$ cat src/rtl/ysyx_25060170_pkg.sv
// Shared types and constants for the write-back unit.
package ysyx_25060170_pkg;

  // Write-back FSM states
  typedef enum logic [1:0] {
    S_IDLE = 2'd0,
    S_REQ  = 2'd1,
    S_WAIT = 2'd2,
    S_WB   = 2'd3
  } wbu_state_t;

  // Load funct3 encodings; any other code is handled as a full word
  localparam logic [2:0] F3_LB  = 3'b000;
  localparam logic [2:0] F3_LH  = 3'b001;
  localparam logic [2:0] F3_LW  = 3'b010;
  localparam logic [2:0] F3_LBU = 3'b100;
  localparam logic [2:0] F3_LHU = 3'b101;

endpackage

$ cat src/rtl/ysyx_25060170_load_ext.sv
// Selects the byte/halfword lane of a read word and sign/zero-extends it.
module ysyx_25060170_load_ext
  import ysyx_25060170_pkg::*;
#(
  parameter int DW = 32
) (
  input  logic [DW-1:0] i_rdata,
  input  logic [1:0]    i_lane,
  input  logic [2:0]    i_funct3,
  output logic [DW-1:0] o_data
);

  logic [7:0]  w_byte;
  logic [15:0] w_half;

  // Lane pick: byte by addr[1:0], halfword by addr[1] only
  always_comb begin
    w_byte = 8'h00;
    case (i_lane)
      2'd0: w_byte = i_rdata[7:0];
      2'd1: w_byte = i_rdata[15:8];
      2'd2: w_byte = i_rdata[23:16];
      2'd3: w_byte = i_rdata[31:24];
      default: w_byte = 8'h00;
    endcase
    w_half = i_lane[1] ? i_rdata[31:16] : i_rdata[15:0];
  end

  // Extension; unlisted funct3 codes fall through to the whole word
  always_comb begin
    o_data = i_rdata;
    case (i_funct3)
      F3_LB:  o_data = {{(DW-8){w_byte[7]}}, w_byte};
      F3_LH:  o_data = {{(DW-16){w_half[15]}}, w_half};
      F3_LBU: o_data = {{(DW-8){1'b0}}, w_byte};
      F3_LHU: o_data = {{(DW-16){1'b0}}, w_half};
      default: o_data = i_rdata;
    endcase
  end

endmodule

$ cat src/rtl/ysyx_25060170_wbu.sv
// Write-back unit: accepts one retired op, performs the load read if needed,
// and drives a single-cycle GPR write plus a commit pulse.
module ysyx_25060170_wbu
  import ysyx_25060170_pkg::*;
#(
  parameter int DW = 32,
  parameter int AW = 32,
  parameter int RW = 5
) (
  input  logic          clk,
  input  logic          rst,
  input  logic          ex_valid,
  output logic          ex_ready,
  input  logic [RW-1:0] ex_rd,
  input  logic [DW-1:0] ex_result,
  input  logic          ex_is_load,
  input  logic [AW-1:0] ex_ld_addr,
  input  logic [2:0]    ex_ld_funct3,
  input  logic [DW-1:0] ex_pc,
  output logic          mem_req_valid,
  input  logic          mem_req_ready,
  output logic [AW-1:0] mem_addr,
  input  logic          mem_rsp_valid,
  input  logic [DW-1:0] mem_rdata,
  output logic          gpr_we,
  output logic [RW-1:0] gpr_waddr,
  output logic [DW-1:0] gpr_wd,
  output logic          wb_done,
  output logic [DW-1:0] wb_pc
);

  wbu_state_t    r_state;
  logic [RW-1:0] r_rd;
  logic [DW-1:0] r_pc;
  logic [1:0]    r_lane;
  logic [2:0]    r_funct3;
  logic [AW-1:0] r_mem_addr;
  logic [RW-1:0] r_gpr_waddr;
  logic [DW-1:0] r_gpr_wd;
  logic [DW-1:0] r_wb_pc;
  logic          w_accept;
  logic [DW-1:0] w_ext;

  assign w_accept = ex_valid && (r_state == S_IDLE);

  ysyx_25060170_load_ext #(.DW(DW)) u_load_ext (
    .i_rdata  (mem_rdata),
    .i_lane   (r_lane),
    .i_funct3 (r_funct3),
    .o_data   (w_ext)
  );

  // FSM plus op latches; the GPR-facing registers only change on entry to WB
  // so waddr/wd/pc hold their last committed value the rest of the time.
  always_ff @(posedge clk or posedge rst) begin
    if (rst) begin
      r_state     <= S_IDLE;
      r_rd        <= '0;
      r_pc        <= '0;
      r_lane      <= '0;
      r_funct3    <= '0;
      r_mem_addr  <= '0;
      r_gpr_waddr <= '0;
      r_gpr_wd    <= '0;
      r_wb_pc     <= '0;
    end else begin
      case (r_state)
        S_IDLE: if (w_accept) begin
          r_rd     <= ex_rd;
          r_pc     <= ex_pc;
          r_lane   <= ex_ld_addr[1:0];
          r_funct3 <= ex_ld_funct3;
          if (ex_is_load) begin
            r_mem_addr <= {ex_ld_addr[AW-1:2], 2'b00};
            r_state    <= S_REQ;
          end else begin
            r_gpr_waddr <= ex_rd;
            r_gpr_wd    <= ex_result;
            r_wb_pc     <= ex_pc;
            r_state     <= S_WB;
          end
        end
        S_REQ: if (mem_req_ready) r_state <= S_WAIT;
        S_WAIT: if (mem_rsp_valid) begin
          r_gpr_waddr <= r_rd;
          r_gpr_wd    <= w_ext;
          r_wb_pc     <= r_pc;
          r_state     <= S_WB;
        end
        S_WB: r_state <= S_IDLE;
        default: r_state <= S_IDLE;
      endcase
    end
  end

  assign ex_ready      = (r_state == S_IDLE);
  assign mem_req_valid = (r_state == S_REQ);
  assign mem_addr      = r_mem_addr;
  assign wb_done       = (r_state == S_WB);
  assign gpr_we        = (r_state == S_WB) && (r_gpr_waddr != '0);
  assign gpr_waddr     = r_gpr_waddr;
  assign gpr_wd        = r_gpr_wd;
  assign wb_pc         = r_wb_pc;

endmodule

$ cat config.mk
export PLATFORM = sky130hd
export DESIGN_NAME = ysyx_25060170_wbu
export DESIGN_NICKNAME = d
export VERILOG_FILES = /design/src/rtl/ysyx_25060170_pkg.sv /design/src/rtl/ysyx_25060170_load_ext.sv /design/src/rtl/ysyx_25060170_wbu.sv
export SDC_FILE = /design/constraint.sdc
export NUM_CORES = 1
export LEC_CHECK = 0
export ABC_CLOCK_PERIOD_IN_PS = 6930
export BUFFER_PORTS_ARGS = -buffer_cell sky130_fd_sc_hd__buf_2
export CORE_MARGIN = 2
export CORE_UTILIZATION = 50
export DETAILED_ROUTE_END_ITERATION = 10
export PLACE_DENSITY = 0.85
export SYNTH_ARGS = -nofsm -noshare
export SYNTH_HDL_FRONTEND = slang
export SYNTH_HIERARCHICAL = 1
export SYNTH_SLANG_ARGS = --single-unit
export TNS_END_PERCENT = 100
$ cat constraint.sdc
create_clock -name clk -period 6.93 [get_ports clk]
set_input_delay 1.386 -clock clk [delete_from_list [all_inputs] [get_ports clk]]
set_output_delay 1.386 -clock clk [all_outputs]
set_load 0.01 [all_outputs]
# == After elaboration in Yosys (flattened, before gate mapping) ==
# Cells that the tools add are included.
# classes
eq_ne,13
muxes,20
n_reduce_logical,11
# op_table
operator,count
2-to-1 mux 32 bit,6
one-hot mux 32 bit (2 select lines),2
one-hot mux 32 bit (4 select lines),1
one-hot mux 8 bit (4 select lines),1
2-to-1 mux 16 bit,1
2-to-1 mux 5 bit,3
one-hot mux 5 bit (2 select lines),1
"== test 2 bit, second input constant",4
2-to-1 mux 2 bit,4
one-hot mux 2 bit (4 select lines),1
"== test 3 bit, second input constant",2
AND reduction 3 bit,2
nonzero test 5 bit,1
"== test 2 x 1 -> 1 bit, second input constant",2
logical NOT 2 bit,2
"inequality test 2 x 1 -> 1 bit, second input constant",2
"inequality test 2 bit, second input constant",2
AND reduction 4 bit,1
"== test 3 x 1 -> 1 bit, second input constant",1
logical NOT 3 bit,1
logical AND 1 bit,2
AND reduction 2 bit,1
nonzero test 2 bit,1
# word_totals
reg_bits,143
in_bits,142
output_inout_bits,105
wordCells,53

# == Depth between registers and ports, before layout ==
# Gate-level depths: netlist of the first run.
# logic_depth
ltp_word,5
depth_mapped,9
ltp_nobuf,6

# == Cells and area by module ==
# Netlist of the first run, hierarchy kept.
# by_module_without_submodules
mod,instances,cells_per_inst,area_per_inst_um2,seq_area_each_um2
ysyx_25060170_wbu,1,401,6266.0,3578.4
ysyx_25060170_load_ext,1,110,649.4,0.0

# == Worst setup path before layout of the first run ==
# No wires, ideal clock.
# synth_timing
path_kind,input to register
from,input mem_rdata[31]
to,"register r_gpr_wd[15], in the netlist gpr_wd[15]"
setup_time_ps,125
arrival_time_ps,2906
t_required_ps,6805
path_slack_ps,3899
cell_stages,8
n_path_buf,2
path_cell_list,mux4_2 nand3b_4 o41a_2 buf_6 buf_6 nand2_1 mux2_2 mux2_2
# synth_via
elab_chain_cells,4
word_cells_on_any_way,5
classes_between,5 x mux
# synth_rtl
element,line_no,text
start: declaration,ysyx_25060170_wbu.sv:24,"input logic [DW-1:0] mem_rdata,"
one-hot mux 8 bit (4 select lines) or 2-to-1 mux 16 bit (tied branches),"ysyx_25060170_load_ext.sv:19, ysyx_25060170_load_ext.sv:26",
one-hot mux 32 bit (4 select lines) (*),ysyx_25060170_load_ext.sv:32,case (i_funct3)
net w_ext[15],ysyx_25060170_wbu.sv:42,logic [DW-1:0] w_ext;
2-to-1 mux 32 bit (*),ysyx_25060170_wbu.sv:84,S_WAIT: if (mem_rsp_valid) begin
one-hot mux 32 bit (2 select lines) (*),ysyx_25060170_wbu.sv:67,case (r_state)
end signal: assignment,ysyx_25060170_wbu.sv:78,r_gpr_wd <= ex_result;
end signal: assignment,ysyx_25060170_wbu.sv:86,r_gpr_wd <= w_ext;
end: declaration,ysyx_25060170_wbu.sv:39,logic [DW-1:0] r_gpr_wd;
# Mark *: on every way through the listed nets, which the timed path passes. The rest lies on a longest branch. The select of a mux whose other input is x is not followed.
# A chain may end at the register's enable or synchronous reset.

# == Final worst setup path of the first run ==
# layout_timing
from,register r_state[0]
to,"register r_wb_pc[29], in the netlist wb_pc[29]"
# layout_via
elab_chain_cells,4
word_cells_on_any_way,9
classes_between,4 x eq/ne; 1 x mux; 4 x reduce/logical
# layout_rtl
element,line_no,text
start: declaration,ysyx_25060170_wbu.sv:32,wbu_state_t r_state;
start signal: assignment,ysyx_25060170_wbu.sv:57,r_state <= S_IDLE;
start signal: assignment,ysyx_25060170_wbu.sv:75,r_state <= S_REQ;
start signal: assignment,ysyx_25060170_wbu.sv:80,r_state <= S_WB;
logical NOT 2 bit,"ysyx_25060170_wbu.sv:44, ysyx_25060170_wbu.sv:67",
logical AND 1 bit,ysyx_25060170_wbu.sv:44,assign w_accept = ex_valid && (r_state == S_IDLE);
inequality test 2 x 1 -> 1 bit (no line),-,
AND reduction 4 bit (no line),-,
end signal: assignment,ysyx_25060170_wbu.sv:79,r_wb_pc <= ex_pc;
end signal: assignment,ysyx_25060170_wbu.sv:87,r_wb_pc <= r_pc;
end: declaration,ysyx_25060170_wbu.sv:40,logic [DW-1:0] r_wb_pc;
# Several ways; a longest one is shown, not always the timed one.

==> impl_results.rst, run 1 <==
.. list-table::
   :header-rows: 1

   * - Metric
     - Value
   * - Run status
     - complete, no violations
   * - Area growth, synth to finish
     - 27.16%
   * - Filler cell count in the final layout
     - 1,001
   * - Max stage delay cell, worst path
     - sky130_fd_sc_hd__ha_4
   * - Post-synth design cell area
     - 6915 sq um
   * - Sum of negative setup slack
     - 0 ps
   * - Weighted congestion reported at the end of routability-driven placement
     - 0.8864
   * - Main combinational cell family by area after synthesis
     - multiplexers
   * - Path category of the worst min-delay check
     - reg2reg
   * - Leading cell type in the layout, fill and taps excluded
     - sky130_fd_sc_hd__buf_2
   * - Global-route usage over all layers
     - 23.38%
   * - Data arrival time of the critical path
     - 3520 ps
   * - Synthesized area per cell
     - 13.53 sq um
   * - Starting utilization of the core area
     - 51.61%
   * - IR drop worst, VDD
     - 0.0002994 V
   * - Dominant cells by area after synthesis
     - sky130_fd_sc_hd__dfrtp_1 52%, sky130_fd_sc_hd__mux2_2 34%, sky130_fd_sc_hd__nand2_1 2.7%
   * - Primary flip-flop cell chosen by synthesis mapping
     - sky130_fd_sc_hd__dfrtp_1
   * - Post-cts hold buffer count
     - 0
   * - Commonest non-fill, non-tap cells in the layout
     - 244 x sky130_fd_sc_hd__buf_2, 207 x sky130_fd_sc_hd__mux2_2, 143 x sky130_fd_sc_hd__dfrtp_1, 48 x sky130_fd_sc_hd__nand2_1, 17 x sky130_fd_sc_hd__clkbuf_16
   * - Number of routed nets with antenna violations
     - 0
   * - Post-CTS setup repair buffer count
     - 0
   * - Synth Area in Compound Gates
     - 4.017%
   * - Sequential fraction of the synthesis area
     - 51.75%
   * - Total CTS buffers
     - 17
   * - Endpoint required time on the critical path
     - 7230 ps
   * - Setup CP Type
     - reg2reg
   * - Final hold violations
     - 0
   * - Vias in the first global route
     - 5,284
   * - Number of enable-type register cells in the synthesized netlist
     - 0
   * - Worst-Margin Slew
     - 1105 ps
   * - Post-synthesis xor/xnor area fraction
     - 0%
   * - Number of distinct library cells after synthesis
     - 30
   * - First-pass GRT wire length
     - 26,480 um
   * - H-tree depth
     - 4
   * - DRC Markers
     - 0
   * - Overall via count from detail_route
     - 4,976
   * - Num rows
     - 42
   * - Count of pins over their slew limit
     - 0
   * - Crit path time final
     - 3216 ps
   * - Share of cell area taken by muxes after synthesis
     - 36.24%
   * - Simple-Gate Fraction of Synth Area
     - 3.854%
   * - Maximum root-to-sink buffer count
     - 2
   * - IO Port Bufs
     - 244
   * - Count of state elements after synthesis
     - 143
   * - Detailed router's first-iteration violation count
     - 343
   * - Antenna cell count
     - 0
   * - Worst-Skew Late Latency
     - 420 ps
   * - Yosys warning total
     - 6
   * - CP cell instances
     - inv_1 -> ha_4 -> nor2_1 -> a211oi_4 -> buf_4 -> mux2_2
   * - Detailed Place HPWL
     - 12,240 um
   * - Crit path capture type
     - flop
   * - Type of element launching the critical path
     - flop
   * - CTS Root Buffer Type
     - sky130_fd_sc_hd__clkbuf_16
   * - Period Utilization, post-route
     - 46.41%
   * - Clock slew at the register clock pins of the worst setup and hold paths
     - 60 ps
   * - Unrepaired setup endpoints after global routing
     - no
   * - Gate count after technology mapping
     - 511
   * - Height of the die
     - 121.6 um
   * - First-pass detailed-route iteration total
     - 4
   * - Overall die area
     - 14,790 sq um
   * - Cell leakage power
     - 0.004277 uW
   * - DR vias/cell
     - 5.333
   * - Setup-failing EPs final
     - 0
   * - Average detailed-routed wire length per instance
     - 18.33 um
   * - Post-layout nets
     - 891
   * - Max-cap violations
     - 0
   * - Power per unit of standard cell area
     - 513.4 nW/um^2
   * - Post-cts gate resize count
     - 0
   * - Die Span X
     - 121.6 um
   * - Layout cell share with drive strength beyond 1
     - 64.99%
   * - Adder-Cell Fraction of Synth Area
     - 0.9046%
   * - Initial antenna violation count
     - 0
   * - Yosys top cell area share
     - 51.75%
   * - Skew final
     - 7.115 ps
   * - Total power draw
     - 4515 uW
   * - Placeable core region
     - 13,400 sq um
   * - Maximum fanout along the worst path
     - 71
   * - Maximum cell stage delay along the critical path
     - 790 ps
   * - Leading area contributor after synthesis
     - sky130_fd_sc_hd__dfrtp_1
   * - Final routed wirelength across all metal layers
     - 17,110 um
   * - CTS Sinks
     - 143
   * - Slew margin rel.
     - 26.33%
   * - TritonCTS clock tree
     - built
   * - FF-to-FF setup slack
     - 3710 ps
   * - Maximum number of pins on one net before global-route repair
     - 76
   * - Total grt overflow
     - 0
   * - Proportion of synthesized flip-flops having asynchronous set or reset
     - 100.0%
   * - I/O pin count
     - 247
   * - Max Fclk
     - 0.3109 GHz
synth_stat cells (all sizes together) (3+ instances only):
cell type  number
clkbuf         14
a22oi          13
nand2          49
mux2i           4
inv             8
buf            20
dfrtp         143
nor2b           3
o21ai           9
nor2            4
mux2          217
a22o            7
ha              5
nand3           3
through the flow:
| stage | hold WS, ps | worst slack [ps] | utilization, % | area (sq um) | std cells |
|---|---|---|---|---|---|
| 6_report | 480.7 | 3714 | 65.62 | 8793 | 933 |
| 5_1_grt | 500.6 | 3519 | 65.62 | 8793 | 933 |
| 4_1_cts | 484.9 | 3644 | 65.62 | 8793 | 933 |
| 3_5_place_dp | 471.4 | 3573 | 61.29 | 8213 | 901 |
| 3_3_place_gp | 463.4 | 3650 | 61.29 | 8213 | 901 |
| 2_1_floorplan | 473.7 | 1706 | - | 6919 | 512 |
registers in the layout (all words and copies together), names as in the netlist:
register / cells
r_pc: 32
mem_addr: 30
wb_pc: 32
r_rd: 5
r_funct3: 3
gpr_waddr: 5
r_lane: 2
gpr_wd: 32
r_state: 2
worst paths after layout:
| kind | from | end | cells past startpoint |
|---|---|---|---|
| worst min-delay path | wb_pc[18] | wb_pc[18] | 1 |
| worst min register to register | wb_pc[18] | wb_pc[18] | 1 |
| min in group asynchronous | rst | wb_pc[24] | 2 |
| worst max-delay path | r_state[0] | wb_pc[29] | 6 |
| worst max register to register | r_state[0] | wb_pc[29] | 6 |
| max in group asynchronous | rst | r_pc[26] | 3 |
power breakdown:
part	switching, uW	total [uW]	internal [uW]
Combinational	952	2070	1120
Sequential	278	1560	1280
Clock	346	886	540
area by class of cell:
class / count / area (sq um) / area share, %
Clock inverter: 9 / 82.58 / 0.9391
Tap cell: 176 / 220.2 / 2.504
Sequential cell: 143 / 3578 / 40.69
Timing Repair Buffer: 247 / 1244 / 14.14
Inverter: 8 / 35.03 / 0.3984
Multi-Input combinational cell: 327 / 3136 / 35.66
Clock buffer: 23 / 498.0 / 5.663
metal layers:
layer	GRT usage, %	wire length [um]
met5	0	0
met4	9.411	374
met3	6.788	1296
met2	41.36	8837
met1	26.60	6596
worst max-delay path: cells and delay by family (launching register included):
kind	cells	cell delay, ps
AND/OR/NAND/NOR	1	240
flip-flops	1	410
adder cells (fa/ha/maj)	1	790
AO/OA/AOI/OAI	1	260
buffers and inverters	2	900
multiplexers	1	420
kinds of logic after synthesis:
logic type      after synthesis
mux                         222
flops                       143
buf+inv                      42
fa+ha+maj                     5
other cells                   1
simple gates                 62
compound gates               36
No activity file was read; power rests on OpenSTA's default activity.
==> inputs of run 2 (changes only) <==
--- a/config.mk
+++ b/config.mk
@@ -5,12 +5,12 @@
 export SDC_FILE = /design/constraint.sdc
 export NUM_CORES = 1
 export LEC_CHECK = 0
-export ABC_CLOCK_PERIOD_IN_PS = 6930
+export ABC_CLOCK_PERIOD_IN_PS = 2700
 export BUFFER_PORTS_ARGS = -buffer_cell sky130_fd_sc_hd__buf_2
 export CORE_MARGIN = 2
-export CORE_UTILIZATION = 50
+export CORE_UTILIZATION = 45
 export DETAILED_ROUTE_END_ITERATION = 10
-export PLACE_DENSITY = 0.85
+export PLACE_DENSITY = 0.81
 export SYNTH_ARGS = -nofsm -noshare
 export SYNTH_HDL_FRONTEND = slang
 export SYNTH_HIERARCHICAL = 1
==> constraint.sdc (replaced) <==
create_clock -name clk -period 2.7 [get_ports clk]
set_input_delay 0.54 -clock clk [delete_from_list [all_inputs] [get_ports clk]]
set_output_delay 0.54 -clock clk [all_outputs]
set_load 0.01 [all_outputs]
==> impl_results.rst, run 2 (same netlist as run 1, synthesis figures left out) <==
.. list-table::
   :header-rows: 1

   * - Metric
     - Value
   * - Run status
     - complete, no violations
   * - Height of the die
     - 128.0 um
   * - IR drop worst, VDD
     - 0.0007100 V
   * - Average detailed-routed wire length per instance
     - 17.40 um
   * - Max Fclk
     - 0.4422 GHz
   * - Data arrival time of the critical path
     - 1720 ps
   * - Maximum number of pins on one net before global-route repair
     - 144
   * - Worst-Skew Late Latency
     - 410 ps
   * - Power per unit of standard cell area
     - 1331 nW/um^2
   * - Overall die area
     - 16,380 sq um
   * - CTS Sinks
     - 143
   * - Net switching fraction of the power
     - 33.93%
   * - Post-CTS setup repair buffer count
     - 0
   * - Cell leakage power
     - 0.004363 uW
   * - First-pass detailed-route iteration total
     - 4
   * - Post-cts hold buffer count
     - 0
   * - Sum of negative setup slack
     - 0 ps
   * - Max stage delay cell, worst path
     - sky130_fd_sc_hd__or4_1
   * - I/O pin count
     - 247
   * - Clock slew at the register clock pins of the worst setup and hold paths
     - 60 ps
   * - Slew margin rel.
     - 50.06%
   * - Max-cap violations
     - 0
   * - Detailed Place HPWL
     - 11,710 um
   * - Sum of buffers and inverters on the critical path
     - 1
   * - Die Span X
     - 128.0 um
   * - Antenna cell count
     - 0
   * - First-pass GRT wire length
     - 26,060 um
   * - Type of element launching the critical path
     - flop
   * - Final routed wirelength across all metal layers
     - 16,590 um
   * - Filler-free cell count of the finished design
     - 953
   * - Final hold violations
     - 0
   * - Share of power burned in combinational logic
     - 46.4%
   * - Unrepaired setup endpoints after global routing
     - no
   * - Count of pins over their slew limit
     - 0
   * - Placed Cells incl. Taps
     - 921
   * - IO Port Bufs
     - 244
   * - Filler cell count in the final layout
     - 1,231
   * - CP cell instances
     - or4_1 -> o21a_1 -> buf_2
   * - Endpoint required time on the critical path
     - 2160 ps
   * - Total CTS buffers
     - 17
   * - Area growth, synth to finish
     - 29.93%
   * - Footprint of the flip-flops and latches
     - 3578 sq um
   * - Detailed router's first-iteration violation count
     - 403
   * - Crit path capture type
     - output port
   * - Placeable core region
     - 15,090 sq um
   * - Critical path's top delay family
     - simple AND/OR/NAND/NOR gates
   * - Num rows
     - 45
   * - Setup CP Type
     - reg2out
   * - DRC Markers
     - 0
   * - Footprint of the multi-input gates
     - 3136 sq um
   * - Maximum fanout along the worst path
     - 3
   * - Leading cell type in the layout, fill and taps excluded
     - sky130_fd_sc_hd__buf_2
   * - Total grt overflow
     - 0
   * - Part of the total power dissipated in the clock network
     - 21.4%
   * - Setup-failing EPs final
     - 0
   * - Skew final
     - 8.756 ps
   * - Starting utilization of the core area
     - 45.83%
   * - Internal portion of total power
     - 7903 uW
   * - Crit path time final
     - 2261 ps
   * - Weighted congestion reported at the end of routability-driven placement
     - 0.8667
   * - Worst-Margin Slew
     - 749.1 ps
   * - DR vias/cell
     - 5.235
   * - Vias in the first global route
     - 5,124
   * - Initial antenna violation count
     - 0
   * - Maximum cell stage delay along the critical path
     - 560 ps
   * - Layout cell share with drive strength beyond 1
     - 65.36%
   * - Number of routed nets with antenna violations
     - 0
   * - Sequential group share of total power
     - 32.2%
   * - Path category of the worst min-delay check
     - in2reg
   * - Post-cts gate resize count
     - 0
   * - Period Utilization, post-route
     - 83.75%
   * - Overall via count from detail_route
     - 4,989
   * - TritonCTS clock tree
     - built
   * - Global-route usage over all layers
     - 20.44%
   * - Net switching power
     - 4059 uW
   * - Post-layout nets
     - 899
   * - H-tree depth
     - 4
   * - Commonest non-fill, non-tap cells in the layout
     - 244 x sky130_fd_sc_hd__buf_2, 207 x sky130_fd_sc_hd__mux2_2, 143 x sky130_fd_sc_hd__dfrtp_1, 48 x sky130_fd_sc_hd__nand2_1, 17 x sky130_fd_sc_hd__clkbuf_16
   * - Maximum root-to-sink buffer count
     - 2
   * - CTS Root Buffer Type
     - sky130_fd_sc_hd__clkbuf_16
==> run 2: cell count changes in the layout (fill, tap and decap cells not counted), moves of 2 or more <==
cell | previous run | this run
sky130_fd_sc_hd__buf_4 | 3 | 7
sky130_fd_sc_hd__clkinv_4 | 2 | 4
sky130_fd_sc_hd__buf_12 | 0 | 4
sky130_fd_sc_hd__clkinv_2 | 4 | 1
sky130_fd_sc_hd__bufinv_16 | 1 | 4
sky130_fd_sc_hd__clkbuf_8 | 5 | 3
==> run 2: area by class of cell <==
| class | count | share of cell area, % |
|---|---|---|
| inverter | 8 | 0.3760 |
| timing repair buffer | 255 | 15.07 |
| tap | 188 | 2.618 |
| clock inverter | 11 | 1.977 |
| sequential | 143 | 39.83 |
| clock buffer | 21 | 5.236 |
| multi-input combinational | 327 | 34.90 |
==> run 2: per-layer routing <==
| metal | up-vias | track usage, % | part of all wire [%] |
|---|---|---|---|
| li1 | 2295 | - | - |
| met4 | 0 | 7.111 | 2.4 |
| met2 | 212 | 35.26 | 50 |
| met3 | 27 | 6.219 | 7.6 |
| met5 | - | 0 | 0 |
| met1 | 2455 | 24.33 | 40 |
==> run 2: metrics by stage <==
step / hold WS (ps) / utilization, % / cell area [sq um] / power [uW] / setup slack [ps]
after floorplan: 473.7 / - / 6923 / 7764 / 368.9
after global placement: 462.5 / 55.25 / 8337 / 9278 / 296.9
after detailed placement: 469.4 / 55.25 / 8337 / 9472 / 233.5
after CTS: 335.8 / 59.54 / 8985 / 12080 / 406.4
after global routing: 334.4 / 59.54 / 8985 / 12710 / 331.5
final: 354.7 / 59.54 / 8985 / 11960 / 438.7
==> run 2: path summary, 6_finish.rpt <==
path	cells past startpoint	startpoint	to	slack, ps
setup / recovery	3	gpr_waddr[1]	gpr_we	440
setup reg to reg	6	r_lane[0]	gpr_wd[0]	460
hold reg to reg	1	wb_pc[20]	wb_pc[20]	480
max in group asynchronous	3	rst	wb_pc[5]	1810
hold / removal	2	ex_ld_addr[23]	mem_addr[23]	350
min in group asynchronous	3	rst	r_pc[27]	360
==> run 2: power by group through the flow <==
| stage | Clock [uW] | Combinational (uW) | Sequential, uW |
|---|---|---|---|
| final | 2560 | 5550 | 3860 |
| after global routing | 2700 | 6020 | 4000 |
| after CTS | 2600 | 5610 | 3860 |
| after detailed placement | 0 | 5590 | 3880 |
| after global placement | 0 | 5460 | 3820 |
| after floorplan | 0 | 3610 | 4150 |
